$ cat config.mk
export PLATFORM = sky130hd
export DESIGN_NAME = ls_iline_fill
export DESIGN_NICKNAME = d
export VERILOG_FILES = /design/src/rtl/ls_iline_fill.sv
export SDC_FILE = /design/constraint.sdc
export NUM_CORES = 1
export LEC_CHECK = 0
export CAP_MARGIN = 0
export CORE_AREA = 2 2 269 271
export CTS_BUF_LIST = sky130_fd_sc_hd__clkbuf_16
export CTS_CLUSTER_DIAMETER = 120
export DETAILED_ROUTE_END_ITERATION = 10
export DIE_AREA = 0 0 271 273
export REMOVE_ABC_BUFFERS = 1
export SLEW_MARGIN = 20
export SYNTH_ARGS = -nofsm -noshare
export SYNTH_HDL_FRONTEND = slang
export SYNTH_SLANG_ARGS = --single-unit
$ cat constraint.sdc
create_clock -name clk -period 2.6 [get_ports clk]
set_clock_uncertainty 0.1 [all_clocks]
set_input_delay 0.65 -clock clk [delete_from_list [all_inputs] [get_ports clk]]
set_output_delay 0.65 -clock clk [all_outputs]
set_load 0.02 [all_outputs]
$ cat src/rtl/ls_iline_fill.sv
// Instruction-line fill from local store: LINE_QW quadword reads through a granted fixed-latency port, assembled big-endian.
// Line valid LINE_QW+LS_LAT+1 cycles after accept with continuous grant; missing grants insert bubbles, line held until ack.
module ls_iline_fill #(
  parameter int LINE_QW    = 4,
  parameter int LS_QADDR_W = 14,
  parameter int LS_LAT     = 2,
  parameter int PC_W       = 16
) (
  input  logic                    clk,
  input  logic                    reset,
  input  logic                    req_valid,
  input  logic [PC_W-1:0]         req_pc,
  output logic                    req_ready,
  input  logic                    flush,
  input  logic                    ls_grant,
  output logic                    ls_rd_en,
  output logic [LS_QADDR_W-1:0]   ls_rd_addr,
  input  logic [127:0]            ls_rd_data,
  output logic                    line_valid,
  output logic [PC_W-1:0]         line_base,
  output logic [LINE_QW*128-1:0]  line_data,
  input  logic                    line_ack
);

  localparam int CNT_W = $clog2(LINE_QW) + 1;
  localparam logic [CNT_W-1:0]      LAST_CNT = CNT_W'(LINE_QW - 1);
  localparam logic [LS_LAT-1:0]     VSR_TAIL = LS_LAT'(1) << (LS_LAT - 1);
  localparam logic [LS_QADDR_W-1:0] LINE_MASK = ~LS_QADDR_W'(LINE_QW - 1);

  typedef enum logic [2:0] {S_IDLE, S_ISSUE, S_WAIT, S_DONE, S_ABORT} state_t;

  state_t                  r_state;
  logic [LS_QADDR_W-1:0]   r_base_q;
  logic [CNT_W-1:0]        r_issue_cnt;
  logic [CNT_W-1:0]        r_ret_cnt;
  logic [LS_LAT-1:0]       r_vsr;
  logic                    r_line_valid;
  logic [PC_W-1:0]         r_line_base;
  logic [LINE_QW*128-1:0]  r_line_data;

  logic                    w_issue;
  logic                    w_ret;
  logic [LS_QADDR_W-1:0]   w_req_q;
  logic                    w_unused;

  // Word-offset bits of the PC select an instruction within a quadword, irrelevant to the fill.
  assign w_unused = ^req_pc[1:0];
  assign w_req_q  = req_pc[PC_W-1:2] & LINE_MASK;

  // A flush suppresses the issue in its own cycle so nothing new enters the pipe once an abort is requested.
  assign w_issue = (r_state == S_ISSUE) && ls_grant && !flush && !reset;
  assign w_ret   = r_vsr[LS_LAT-1] && ((r_state == S_ISSUE) || (r_state == S_WAIT)) && !flush;

  assign req_ready  = (r_state == S_IDLE) && !flush && !reset;
  assign ls_rd_en   = w_issue;
  assign ls_rd_addr = r_base_q + LS_QADDR_W'(r_issue_cnt);
  assign line_valid = r_line_valid;
  assign line_base  = r_line_base;
  assign line_data  = r_line_data;

  always_ff @(posedge clk) begin
    if (reset) begin
      r_state      <= S_IDLE;
      r_base_q     <= '0;
      r_issue_cnt  <= '0;
      r_ret_cnt    <= '0;
      r_vsr        <= '0;
      r_line_valid <= 1'b0;
      r_line_base  <= '0;
      r_line_data  <= '0;
    end else begin
      r_vsr <= (r_vsr << 1) | LS_LAT'(w_issue);

      if (w_ret) begin
        for (int q = 0; q < LINE_QW; q++) begin
          if (r_ret_cnt == CNT_W'(q)) r_line_data[(LINE_QW-q)*128-1 -: 128] <= ls_rd_data;
        end
        r_ret_cnt <= r_ret_cnt + CNT_W'(1);
      end

      case (r_state)
        S_IDLE: begin
          if (req_valid && !flush) begin
            r_base_q    <= w_req_q;
            r_line_base <= {w_req_q, 2'b00};
            r_issue_cnt <= '0;
            r_ret_cnt   <= '0;
            r_state     <= S_ISSUE;
          end
        end
        S_ISSUE: begin
          if (flush) begin
            r_state <= S_ABORT;
          end else if (w_issue) begin
            r_issue_cnt <= r_issue_cnt + CNT_W'(1);
            if (r_issue_cnt == LAST_CNT) r_state <= S_WAIT;
          end
        end
        S_WAIT: begin
          if (flush) begin
            r_state <= S_ABORT;
          end else if (w_ret && (r_ret_cnt == LAST_CNT)) begin
            r_line_valid <= 1'b1;
            r_state      <= S_DONE;
          end
        end
        S_DONE: begin
          if (flush || line_ack) begin
            r_line_valid <= 1'b0;
            r_state      <= S_IDLE;
          end
        end
        S_ABORT: begin
          // Leave once only the tail (being dropped this cycle) can still be set.
          if ((r_vsr & ~VSR_TAIL) == '0) r_state <= S_IDLE;
        end
        default: r_state <= S_IDLE;
      endcase
    end
  end

endmodule

==> reports/qor.csv, run 1 <==
stage,metric,value,unit
hold_path,worst hold path depth,2,
worst_setup_path,worst reg2reg path depth,6,
placed_design,number of cells in the design after placement,3682,
placed_design,weighted congestion reported at the end of routability-driven placement,0.866,
run,max capacitance violation total,0,
logic_synthesis,number of library cell types mapped by synthesis,43,
global_routing,total routing usage reported by global routing,18.9,%
drt,WL per Instance,19.4,um
drt,ratio of routed vias to standard cells,4.74,
timing,Final Max Tran Viols,0,
timing,Relative slew margins,47.8,%
status,run status,finished with violations,
global_routing,number of antenna violations at the first check in global routing,3,
timing,final worst slack,-71.3,ps
pwr,leakage power total,12.5,nW
logic_synthesis,leading area contributor after synthesis,sky130_fd_sc_hd__dfxtp_1,
clock_network,maximum count of clock buffers along a single path,3,
worst_setup_path,Worst Setup Start Kind,register,
worst_setup_path,Worst path max stage delay,350,ps
logic_synthesis,count of flip-flops with a built-in enable after synthesis,0,
worst_setup_path,"Buf+Inv Stages, Crit Path",1,
floorplanning,Die Outline Area,74000,um2
timing,shortest period the worst path allows,2670,ps
logic_synthesis,Syn Area/Cell,10.0,um2
status,failing checks,setup timing,
clock_network,Clock H-tree levels,2,
floorplanning,initial cell density of the core,30.3,%
logic_synthesis,cell area after technology mapping,21500,um2
worst_setup_path,Critical-path top delay cell,sky130_fd_sc_hd__dfxtp_2,
logic_synthesis,commonest cells in the synthesized netlist,"536 x sky130_fd_sc_hd__dfxtp_1, 514 x sky130_fd_sc_hd__nand2b_1, 386 x sky130_fd_sc_hd__mux2i_1, 147 x sky130_fd_sc_hd__nand3_1, 144 x sky130_fd_sc_hd__a21oi_1",
logic_synthesis,Yosys reg bits,536,
drt,total iterations of the first detailed-routing run,5,
floorplanning,chip width,271,um
floorplanning,CORE AREA,71000,um2
logic_synthesis,"Warnings, synthesis",0,
hold_path,worst hold path class,register to register,
finish,Area Growth Syn to Fin,47.7,%
worst_setup_path,WP depth,6,
worst_setup_path,kind of capture point of the worst setup path,output port,
logic_synthesis,cells after synthesis,2145,
worst_setup_path,Worst path top cell family by delay,flip-flops,
global_routing,maximum number of pins on one net before global-route repair,192,
timing,aggregate negative setup slack,-101,ps
drt,initial detailed-routing violation count,1013,
logic_synthesis,cells taking the most area after synthesis,"sky130_fd_sc_hd__dfxtp_1 50%, sky130_fd_sc_hd__mux2i_1 18%, sky130_fd_sc_hd__nand2b_1 15%",
drt,# DRC,0,
finish,final cell count without fillers,3795,
placed_design,placed inst area,29800,um2
drt,routed via count,17990,
clock_network,TritonCTS buffer count,59,
worst_setup_path,CP arrival,1920,ps
pwr,Peak VDD IR,0.000470,V
floorplanning,floorplan row count,98,
logic_synthesis,most used standard cell by instance count after synthesis,sky130_fd_sc_hd__dfxtp_1,
finish,fraction of final layout cells sized beyond drive strength 1,7.91,%
worst_setup_path,crit path from,line_base[4],
hold_path,hold path startpoint,line_data[440],
placed_design,number of buffers inserted by port buffering,686,
finish,number of inserted filler cells in the final layout,6640,
worst_setup_path,CP Max Fanout,3,
clock_network,clock latency on the worst-skew pair,610,ps
finish,Post-layout nets,2955,
global_routing,leftover overflow at the end of global routing,0,
logic_synthesis,area share of the largest cell type after synthesis,49.9,%
timing,RSZ-0062 raised after global routing,yes,
timing,worst-margin pin slew,782,ps
finish,final design area excluding fillers,31800,um2
timing,number of failing setup endpoints in the final timing report,4,
logic_synthesis,share of flip-flops with an asynchronous set or reset,0,%
floorplanning,height of the die,273,um
worst_setup_path,required arrival time at the worst endpoint,1850,ps
placed_design,half-perimeter wire length of the detailed placement result,52.8,mm
timing,Highest Clock Rate,374,MHz
clock_network,clk slew on worst S/H paths,60,ps
pwr,ratio of total power to cell area,547,nW/um2
clock_network,CTS tree,done,
global_routing,first-pass GRT wire length,111,mm
logic_synthesis,most used flip-flop cell after synthesis,sky130_fd_sc_hd__dfxtp_1,
floorplanning,total I/O pin count,695,
drt,wire length after detailed routing,73.7,mm
clock_network,clock root buffer master,sky130_fd_sc_hd__clkbuf_16,
timing,Final Hold Fails,0,
worst_setup_path,Worst R2R Start,r_state[0],
timing,part of the cycle the worst path needs,103,%
drt,final antenna-violating net count,0,
timing,worst slack on hold paths,371,ps
clock_network,clock sink count,536,
worst_setup_path,startpoint-to-endpoint class of the critical path,register to output port,
logic_synthesis,register area share after synthesis,49.9,%
worst_setup_path,worst path cell trace,ha_4 -> ha_4 -> and4_4 -> nand4_1 -> xnor2_1 -> buf_4,
worst_setup_path,dominant cell type by count on the critical path,sky130_fd_sc_hd__ha_4,
global_routing,vias in the first global route,18270,
placed_design,pre-CTS setup slack,-543,ps
[through the flow]
step | power, mW | util (%)
after detailed placement | 9.45 | 41.9
after global routing | 18.0 | 44.7
final | 17.4 | 44.7
after global placement | 9.44 | 41.9
after floorplan | 8.79 | -
after CTS | 17.6 | 44.7
[metal layers]
layer  part of all wire, %  track usage [%]  wire (um)  vias to the layer above
li1                      -                -          -                     8555
met1                    40             21.9      29300                     8654
met2                    50             33.1      36700                      610
met3                   5.9             4.15       4350                      169
met4                   4.7             8.85       3440                        2
met5                 0.018                0         13                        -
[final cells by class]
class	instances	area [um2]	area share [%]
sequential	536	10700	33.8
multi-input combinational	1417	10100	31.7
timing repair buffer	776	7860	24.7
tap	950	1190	3.74
clock inverter	48	338	1.06
clock buffer	61	1530	4.81
antenna	1	2.50	0.00788
inverter	6	22.5	0.0709
[cell families after synthesis]
family                     after synthesis  synth area share (%)
AOI/OAI and AO/OA                      298                  7.10
muxes                                  386                  18.0
xor gates and xnor gates                12                 0.489
adders and majority gates                9                 0.524
and+or+nand+nor                        708                  19.8
DFF                                    536                  49.9
other                                    1                0.0174
buffers and inverters                  195                  4.18
[cell usage in the layout (no fill, tap or decap), types with 13 or more instances in the layout]
cell type                         synthesis  final
sky130_fd_sc_hd__nand3_1                147    142
sky130_fd_sc_hd__clkdlybuf4s50_1          0    670
sky130_fd_sc_hd__a21oi_1                144    144
sky130_fd_sc_hd__clkbuf_16                0     61
sky130_fd_sc_hd__inv_1                    6     15
sky130_fd_sc_hd__o21ai_0                139    139
sky130_fd_sc_hd__clkinv_2                 0     13
sky130_fd_sc_hd__clkinv_1                 0     14
sky130_fd_sc_hd__mux2i_1                386    386
sky130_fd_sc_hd__nand2b_1               514    514
sky130_fd_sc_hd__buf_4                   33     69
sky130_fd_sc_hd__dfxtp_1                536    530
sky130_fd_sc_hd__buf_12                   0     27
[sequential cells by signal, summed over array words and instances, names as in the netlist]
name	cells
line_data	512
line_base	12
r_issue_cnt	3
r_ret_cnt	3
r_state	3
r_vsr	2
line_valid	1
[final timing paths]
path / to / slack (ps)
setup / recovery: ls_rd_addr[12] / -70
hold / removal: line_data[440] / 370
setup reg to reg: line_data[398] / 370
hold reg to reg: line_data[440] / 370
[where the power goes]
group	internal (mW)	switching, mW
Sequential	8.23	0.0166
Clock	4.63	3.47
Combinational	0.468	0.571
Total	13.3	4.06
[tightest hold or removal path, stage by stage, from the launching register on]
cell and delay (ps):
sky130_fd_sc_hd__dfxtp_1 310, sky130_fd_sc_hd__nand2b_1 60, sky130_fd_sc_hd__mux2i_1 50
[repair_timing]
action / CTS / global route
endpoints found under the hold margin: 0 / 0
gates resized for setup: 81 / 13
setup buffers: 2 / 1
setup endpoints to repair: 14 / 10
hold buffers: 0 / 0
gates cloned: 0 / 0
pin swaps: 11 / 6
Power figures use the tool's default switching activity.
==> run 2, diff against run 1 <==
--- a/config.mk
+++ b/config.mk
@@ -5,13 +5,14 @@
 export SDC_FILE = /design/constraint.sdc
 export NUM_CORES = 1
 export LEC_CHECK = 0
-export CAP_MARGIN = 0
+export CAP_MARGIN = 20
 export CORE_AREA = 2 2 269 271
 export CTS_BUF_LIST = sky130_fd_sc_hd__clkbuf_16
 export CTS_CLUSTER_DIAMETER = 120
 export DETAILED_ROUTE_END_ITERATION = 10
 export DIE_AREA = 0 0 271 273
 export REMOVE_ABC_BUFFERS = 1
+export SETUP_SLACK_MARGIN = 0.5
 export SLEW_MARGIN = 20
 export SYNTH_ARGS = -nofsm -noshare
 export SYNTH_HDL_FRONTEND = slang
==> run 2 against run 1 <==
Against the previous run: the flow still finishes with violations (setup timing); first-iteration DRC count is 1.8% lower; count of clock-buffer cells in the layout stayed put; register-to-register slack better by 210 ps; final cell count is 0.84% higher; setup slack worse by 5.9 ps; global-route usage is 0.13 points higher; combinational power hardly changed; clock power hardly changed; via count is 0.79% higher; routed wire length is 2.6% higher; sequential share of layout area hardly changed; critical endpoint is now ls_rd_addr[11]; largest power group unchanged.
==> reports/qor.csv, run 2 (synthesis results as in run 1) <==
stage,metric,value,unit,change
status,run status,finished with violations,,unchanged
status,failing checks,setup timing,,unchanged
floorplanning,total I/O pin count,695,,unchanged
hold_path,worst hold path class,register to register,,unchanged
timing,worst-margin pin slew,748,ps,was 782 ps
placed_design,weighted congestion reported at the end of routability-driven placement,0.866,,unchanged
pwr,switching fraction of total power,23.5,%,was 23.3%
timing,part of the cycle the worst path needs,103,%,about the same
timing,shortest period the worst path allows,2680,ps,was 2670 ps
timing,number of failing setup endpoints in the final timing report,6,,was 4
drt,wire length after detailed routing,75.6,mm,was 73.7 mm
placed_design,pre-CTS setup slack,-543,ps,unchanged
finish,fraction of final layout cells sized beyond drive strength 1,12.3,%,was 7.91%
pwr,net switching power,4.09,mW,was 4.06 mW
finish,number of inserted filler cells in the final layout,6748,,was 6640
worst_setup_path,worst reg2reg path depth,7,,was 6
clock_network,maximum count of clock buffers along a single path,3,,unchanged
floorplanning,initial cell density of the core,30.3,%,unchanged
global_routing,first-pass GRT wire length,111,mm,about the same
finish,Sequential cell area,10800,um2,was 10700 um2
clock_network,quantity of hold-fixing buffers added after cts,0,,unchanged
floorplanning,CORE AREA,71000,um2,unchanged
global_routing,total routing usage reported by global routing,19.0,%,was 18.9%
floorplanning,height of the die,273,um,unchanged
pwr,Logic pwr share,6.1,%,was 6.0%
finish,Post-layout nets,2986,,was 2955
finish,final design area excluding fillers,31800,um2,about the same
run,max capacitance violation total,0,,unchanged
drt,ratio of routed vias to standard cells,4.74,,about the same
timing,Highest Clock Rate,374,MHz,about the same
worst_setup_path,kind of capture point of the worst setup path,output port,,unchanged
worst_setup_path,CP Max Fanout,5,,was 3
pwr,ratio of total power to cell area,547,nW/um2,about the same
timing,worst slack on hold paths,371,ps,about the same
global_routing,leftover overflow at the end of global routing,0,,unchanged
floorplanning,floorplan row count,98,,unchanged
drt,# DRC,0,,unchanged
clock_network,clk slew on worst S/H paths,60,ps,about the same
timing,Final Hold Fails,0,,unchanged
global_routing,maximum number of pins on one net before global-route repair,192,,unchanged
global_routing,number of antenna violations at the first check in global routing,3,,unchanged
clock_network,clock root buffer master,sky130_fd_sc_hd__clkbuf_16,,unchanged
worst_setup_path,CP arrival,1930,ps,was 1920 ps
drt,total iterations of the first detailed-routing run,5,,unchanged
global_routing,vias in the first global route,18355,,was 18270
clock_network,CTS tree,done,,unchanged
pwr,Clock power frac,46.6,%,about the same
clock_network,clock latency on the worst-skew pair,610,ps,about the same
timing,aggregate negative setup slack,-250,ps,was -101 ps
timing,Relative slew margins,50.1,%,was 47.8%
drt,WL per Instance,19.8,um,was 19.4 um
global_routing,global-route met3 utilization,4.16,%,was 4.15%
timing,RSZ-0062 raised after global routing,yes,,unchanged
placed_design,number of cells in the design after placement,3682,,unchanged
global_routing,met1 track demand over resource,21.9,%,about the same
clock_network,TritonCTS buffer count,59,,unchanged
finish,most frequent standard cell in the layout excluding fill and tap cells,sky130_fd_sc_hd__dfxtp_1,,was sky130_fd_sc_hd__clkdlybuf4s50_1
drt,initial detailed-routing violation count,995,,was 1013
finish,area of the multi-input gates,10100,um2,about the same
hold_path,worst hold path depth,2,,unchanged
finish,final cell count without fillers,3827,,was 3795
worst_setup_path,required arrival time at the worst endpoint,1850,ps,about the same
global_routing,global-route layer with the greatest usage,met2,,unchanged
placed_design,number of buffers inserted by port buffering,686,,unchanged
placed_design,placed inst area,29800,um2,unchanged
worst_setup_path,startpoint-to-endpoint class of the critical path,register to output port,,unchanged
finish,most frequent cells in the layout,"521 x sky130_fd_sc_hd__dfxtp_1, 514 x sky130_fd_sc_hd__nand2b_1, 386 x sky130_fd_sc_hd__mux2i_1",,"was 670 x sky130_fd_sc_hd__clkdlybuf4s50_1, 530 x sky130_fd_sc_hd__dfxtp_1, 514 x sky130_fd_sc_hd__nand2b_1"
floorplanning,chip width,271,um,unchanged
timing,final worst slack,-77.2,ps,was -71.3 ps
pwr,power after layout,17.4,mW,about the same
finish,Largest register FFs,512,,unchanged
drt,final antenna-violating net count,0,,unchanged
finish,Area Growth Syn to Fin,48.1,%,was 47.7%
pwr,Peak VDD IR,0.000471,V,was 0.000470 V
timing,Final Max Tran Viols,0,,unchanged
floorplanning,Die Outline Area,74000,um2,unchanged
pwr,internal power summed over all cells,13.3,mW,about the same
placed_design,half-perimeter wire length of the detailed placement result,52.8,mm,unchanged
worst_setup_path,Worst Setup Start Kind,register,,unchanged
finish,share of the core filled with cells,44.8,%,was 44.7%
pwr,leakage power total,14.3,nW,was 12.5 nW
clock_network,clock sink count,536,,unchanged
clock_network,Clock H-tree levels,2,,unchanged
pwr,part of the power in registers,47.3,%,was 47.4%
global_routing,grt met2 use,33.6,%,was 33.1%
drt,routed via count,18133,,was 17990
[run 2: final timing paths]
check                                     from        endpoint  slack (ps)
worst max-delay path              line_base[8]  ls_rd_addr[11]         -80
worst min-delay path            line_data[371]  line_data[371]         370
worst max register to register      r_state[1]  line_data[125]         580
worst min register to register  line_data[371]  line_data[371]         370
[run 2: layout make-up]
type / instances / area share (%)
inverters: 6 / 0.0707
repair buffers: 807 / 24.7
well taps: 950 / 3.73
flip-flops and latches: 536 / 33.8
diodes: 2 / 0.0157
clock buffers: 61 / 4.80
multi-input cells: 1417 / 31.8
clock inverters: 48 / 1.06
[run 2: worst max-delay path, cell delays in order, from the launching register on]
cell and delay [ps]:
sky130_fd_sc_hd__dfxtp_2 400, sky130_fd_sc_hd__nand3_2 250, sky130_fd_sc_hd__nor3_2 270, sky130_fd_sc_hd__xor2_1 210, sky130_fd_sc_hd__buf_4 180
[run 2: layer usage]
metal,vias up,routed length (um)
met5,-,13
met1,8732,30200
met2,616,37600
met4,2,3330
met3,163,4470
li1,8620,-
[run 2: repair_timing]
action / 4_1_cts / 5_1_grt
pin swaps: 18 / 11
endpoints found under the setup margin: 686 / 317
gates resized for setup: 891 / 164
cloned: 0 / 7
setup buffers: 9 / 18
[run 2: power by group through the flow]
stage / Clock [mW] / Sequential, mW / Combinational [mW]
CTS: 8.33 / 8.24 / 1.05
detailed placement: 0 / 8.42 / 1.03
global route: 8.68 / 8.24 / 1.12
global placement: 0 / 8.42 / 1.01
floorplan: 0 / 8.44 / 0.355
finish: 8.12 / 8.24 / 1.06
==> run 3, diff against run 2 <==
==> constraint.sdc (replaced) <==
create_clock -name clk -period 2.7 [get_ports clk]
set_clock_uncertainty 0.1 [all_clocks]
set_input_delay 0.675 -clock clk [delete_from_list [all_inputs] [get_ports clk]]
set_output_delay 0.675 -clock clk [all_outputs]
set_load 0.02 [all_outputs]
==> run 3 against run 2 <==
Against the previous run: the run still ends with setup timing left; sequential share of layout area increased by 0.83 points; non-clock buffer count decreased by 35; design area decreased by 2.5%; worst hold slack got worse by 3.7 ps; largest power group unchanged.
==> reports/qor.csv, run 3 (synthesis results as in run 1) <==
stage,metric,value,unit,change
worst_setup_path,startpoint-to-endpoint class of the critical path,register to output port,,unchanged
drt,final antenna-violating net count,0,,unchanged
timing,Final Max Tran Viols,0,,unchanged
finish,Area Growth Syn to Fin,44.4,%,was 48.1%
worst_setup_path,CP arrival,1940,ps,was 1930 ps
worst_setup_path,Worst Setup Start Kind,register,,unchanged
pwr,ratio of total power to cell area,531,nW/um2,was 547 nW/um2
finish,most frequent cells in the layout,"526 x sky130_fd_sc_hd__dfxtp_1, 519 x sky130_fd_sc_hd__dlygate4sd2_1, 514 x sky130_fd_sc_hd__nand2b_1",,"was 521 x sky130_fd_sc_hd__dfxtp_1, 514 x sky130_fd_sc_hd__nand2b_1, 386 x sky130_fd_sc_hd__mux2i_1"
pwr,leakage power total,15.0,nW,was 14.3 nW
pwr,switching fraction of total power,23.5,%,about the same
global_routing,vias in the first global route,18142,,was 18355
clock_network,maximum count of clock buffers along a single path,3,,unchanged
clock_network,CTS tree,done,,unchanged
finish,area of the multi-input gates,10100,um2,about the same
timing,number of failing setup endpoints in the final timing report,1,,was 6
finish,most frequent standard cell in the layout excluding fill and tap cells,sky130_fd_sc_hd__dfxtp_1,,unchanged
clock_network,TritonCTS buffer count,59,,unchanged
floorplanning,chip width,271,um,unchanged
clock_network,Clock H-tree levels,2,,unchanged
placed_design,number of cells in the design after placement,3669,,was 3682
pwr,Clock power frac,45.6,%,was 46.6%
global_routing,leftover overflow at the end of global routing,0,,unchanged
timing,Relative slew margins,46.2,%,was 50.1%
clock_network,clk slew on worst S/H paths,60,ps,about the same
timing,final worst slack,-16.6,ps,was -77.2 ps
worst_setup_path,CP Max Fanout,3,,was 5
floorplanning,total I/O pin count,695,,unchanged
drt,initial detailed-routing violation count,1012,,was 995
clock_network,clock latency on the worst-skew pair,600,ps,was 610 ps
clock_network,clock root buffer master,sky130_fd_sc_hd__clkbuf_16,,unchanged
drt,ratio of routed vias to standard cells,4.72,,was 4.74
drt,routed via count,17909,,was 18133
timing,Highest Clock Rate,368,MHz,
pwr,part of the power in registers,48.1,%,was 47.3%
global_routing,maximum number of pins on one net before global-route repair,198,,was 192
placed_design,weighted congestion reported at the end of routability-driven placement,0.856,,was 0.866
timing,part of the cycle the worst path needs,101,%,
worst_setup_path,required arrival time at the worst endpoint,1920,ps,was 1850 ps
finish,fraction of final layout cells sized beyond drive strength 1,7.85,%,was 12.3%
pwr,Peak VDD IR,0.000501,V,was 0.000471 V
floorplanning,CORE AREA,71000,um2,unchanged
finish,final cell count without fillers,3793,,was 3827
global_routing,number of antenna violations at the first check in global routing,2,,was 3
timing,shortest period the worst path allows,2720,ps,
finish,Largest register FFs,512,,unchanged
status,run status,finished with violations,,unchanged
clock_network,clock sink count,536,,unchanged
timing,RSZ-0062 raised after global routing,yes,,unchanged
floorplanning,Die Outline Area,74000,um2,unchanged
floorplanning,height of the die,273,um,unchanged
placed_design,half-perimeter wire length of the detailed placement result,52.7,mm,was 52.8 mm
global_routing,total routing usage reported by global routing,19.0,%,about the same
timing,worst-margin pin slew,806,ps,was 748 ps
placed_design,number of buffers inserted by port buffering,686,,unchanged
hold_path,worst hold path depth,2,,unchanged
pwr,internal power summed over all cells,12.6,mW,was 13.3 mW
finish,Sequential cell area,10800,um2,about the same
finish,Post-layout nets,2951,,was 2986
floorplanning,floorplan row count,98,,unchanged
global_routing,first-pass GRT wire length,111,mm,about the same
hold_path,worst hold path class,register to register,,unchanged
status,failing checks,setup timing,,unchanged
floorplanning,initial cell density of the core,30.3,%,unchanged
placed_design,pre-CTS setup slack,-467,ps,was -543 ps
drt,wire length after detailed routing,75.3,mm,was 75.6 mm
run,max capacitance violation total,0,,unchanged
drt,# DRC,0,,unchanged
timing,Final Hold Fails,0,,unchanged
worst_setup_path,kind of capture point of the worst setup path,output port,,unchanged
drt,WL per Instance,19.9,um,was 19.8 um
worst_setup_path,worst reg2reg path depth,6,,was 7
pwr,Logic pwr share,6.3,%,was 6.1%
drt,total iterations of the first detailed-routing run,5,,unchanged
finish,number of inserted filler cells in the final layout,6876,,was 6748
pwr,net switching power,3.88,mW,was 4.09 mW
[run 3: layout make-up]
cell class,instances,area share [%]
sequential,536,34.6
multi-input combinational,1417,32.5
timing repair buffer,772,23.2
clock buffer,61,4.92
tap,950,3.83
clock inverter,50,0.858
inverter,6,0.0725
antenna,1,0.00806
[run 3: path summary, 6_finish.rpt]
| kind | start | endpoint | slack, ps |
|---|---|---|---|
| max | line_base[4] | ls_rd_addr[12] | -20 |
| max reg2reg | r_state[0] | line_data[104] | 580 |
| min reg2reg | line_data[426] | line_data[426] | 370 |
| min | line_data[426] | line_data[426] | 370 |
[run 3: repair_timing]
action,4_1_cts,5_1_grt
gates resized for setup,650,15
setup endpoints to repair,666,177
buffers inserted,5,6
hold buffers,0,0
gates cloned,0,1
pin swaps,14,8
endpoints found under the hold margin,0,0
[run 3: critical path, stage by stage, from the launching register on]
cell and delay (ps):
sky130_fd_sc_hd__dfxtp_2 360, sky130_fd_sc_hd__ha_4 170, sky130_fd_sc_hd__ha_4 130, sky130_fd_sc_hd__and4_4 230, sky130_fd_sc_hd__nand4_1 120, sky130_fd_sc_hd__xnor2_1 180, sky130_fd_sc_hd__buf_4 160
[run 3: power by group through the flow]
stage,logic (mW),clock network [mW],registers (mW)
after floorplan,0.342,0,8.13
final,1.03,7.53,7.94
after detailed placement,0.986,0,8.11
after CTS,0.997,7.75,7.94
after global placement,0.975,0,8.11
after global routing,1.09,8.07,7.93
[run 3: layer usage]
metal,vias up,part of all wire (%),wire [um],global-route usage (%)
met5,-,0.013,10,0
met4,2,4.0,3030,7.56
met3,153,5.8,4350,4.03
met2,593,50,38000,34.1
met1,8593,40,29900,22.1
li1,8568,-,-,-
[run 3: metrics by stage]
step	util [%]	cell area [um2]	power (mW)	TNS, ps	hold WS, ps
finish	43.7	31100	16.5	-16.6	367
CTS	43.6	30900	16.7	-102	370
detailed placement	41.8	29700	9.10	-41500	361
floorplan	-	20600	8.47	-3507230	357
global placement	41.8	29700	9.09	-38490	358
global route	43.7	31100	17.1	-218	382
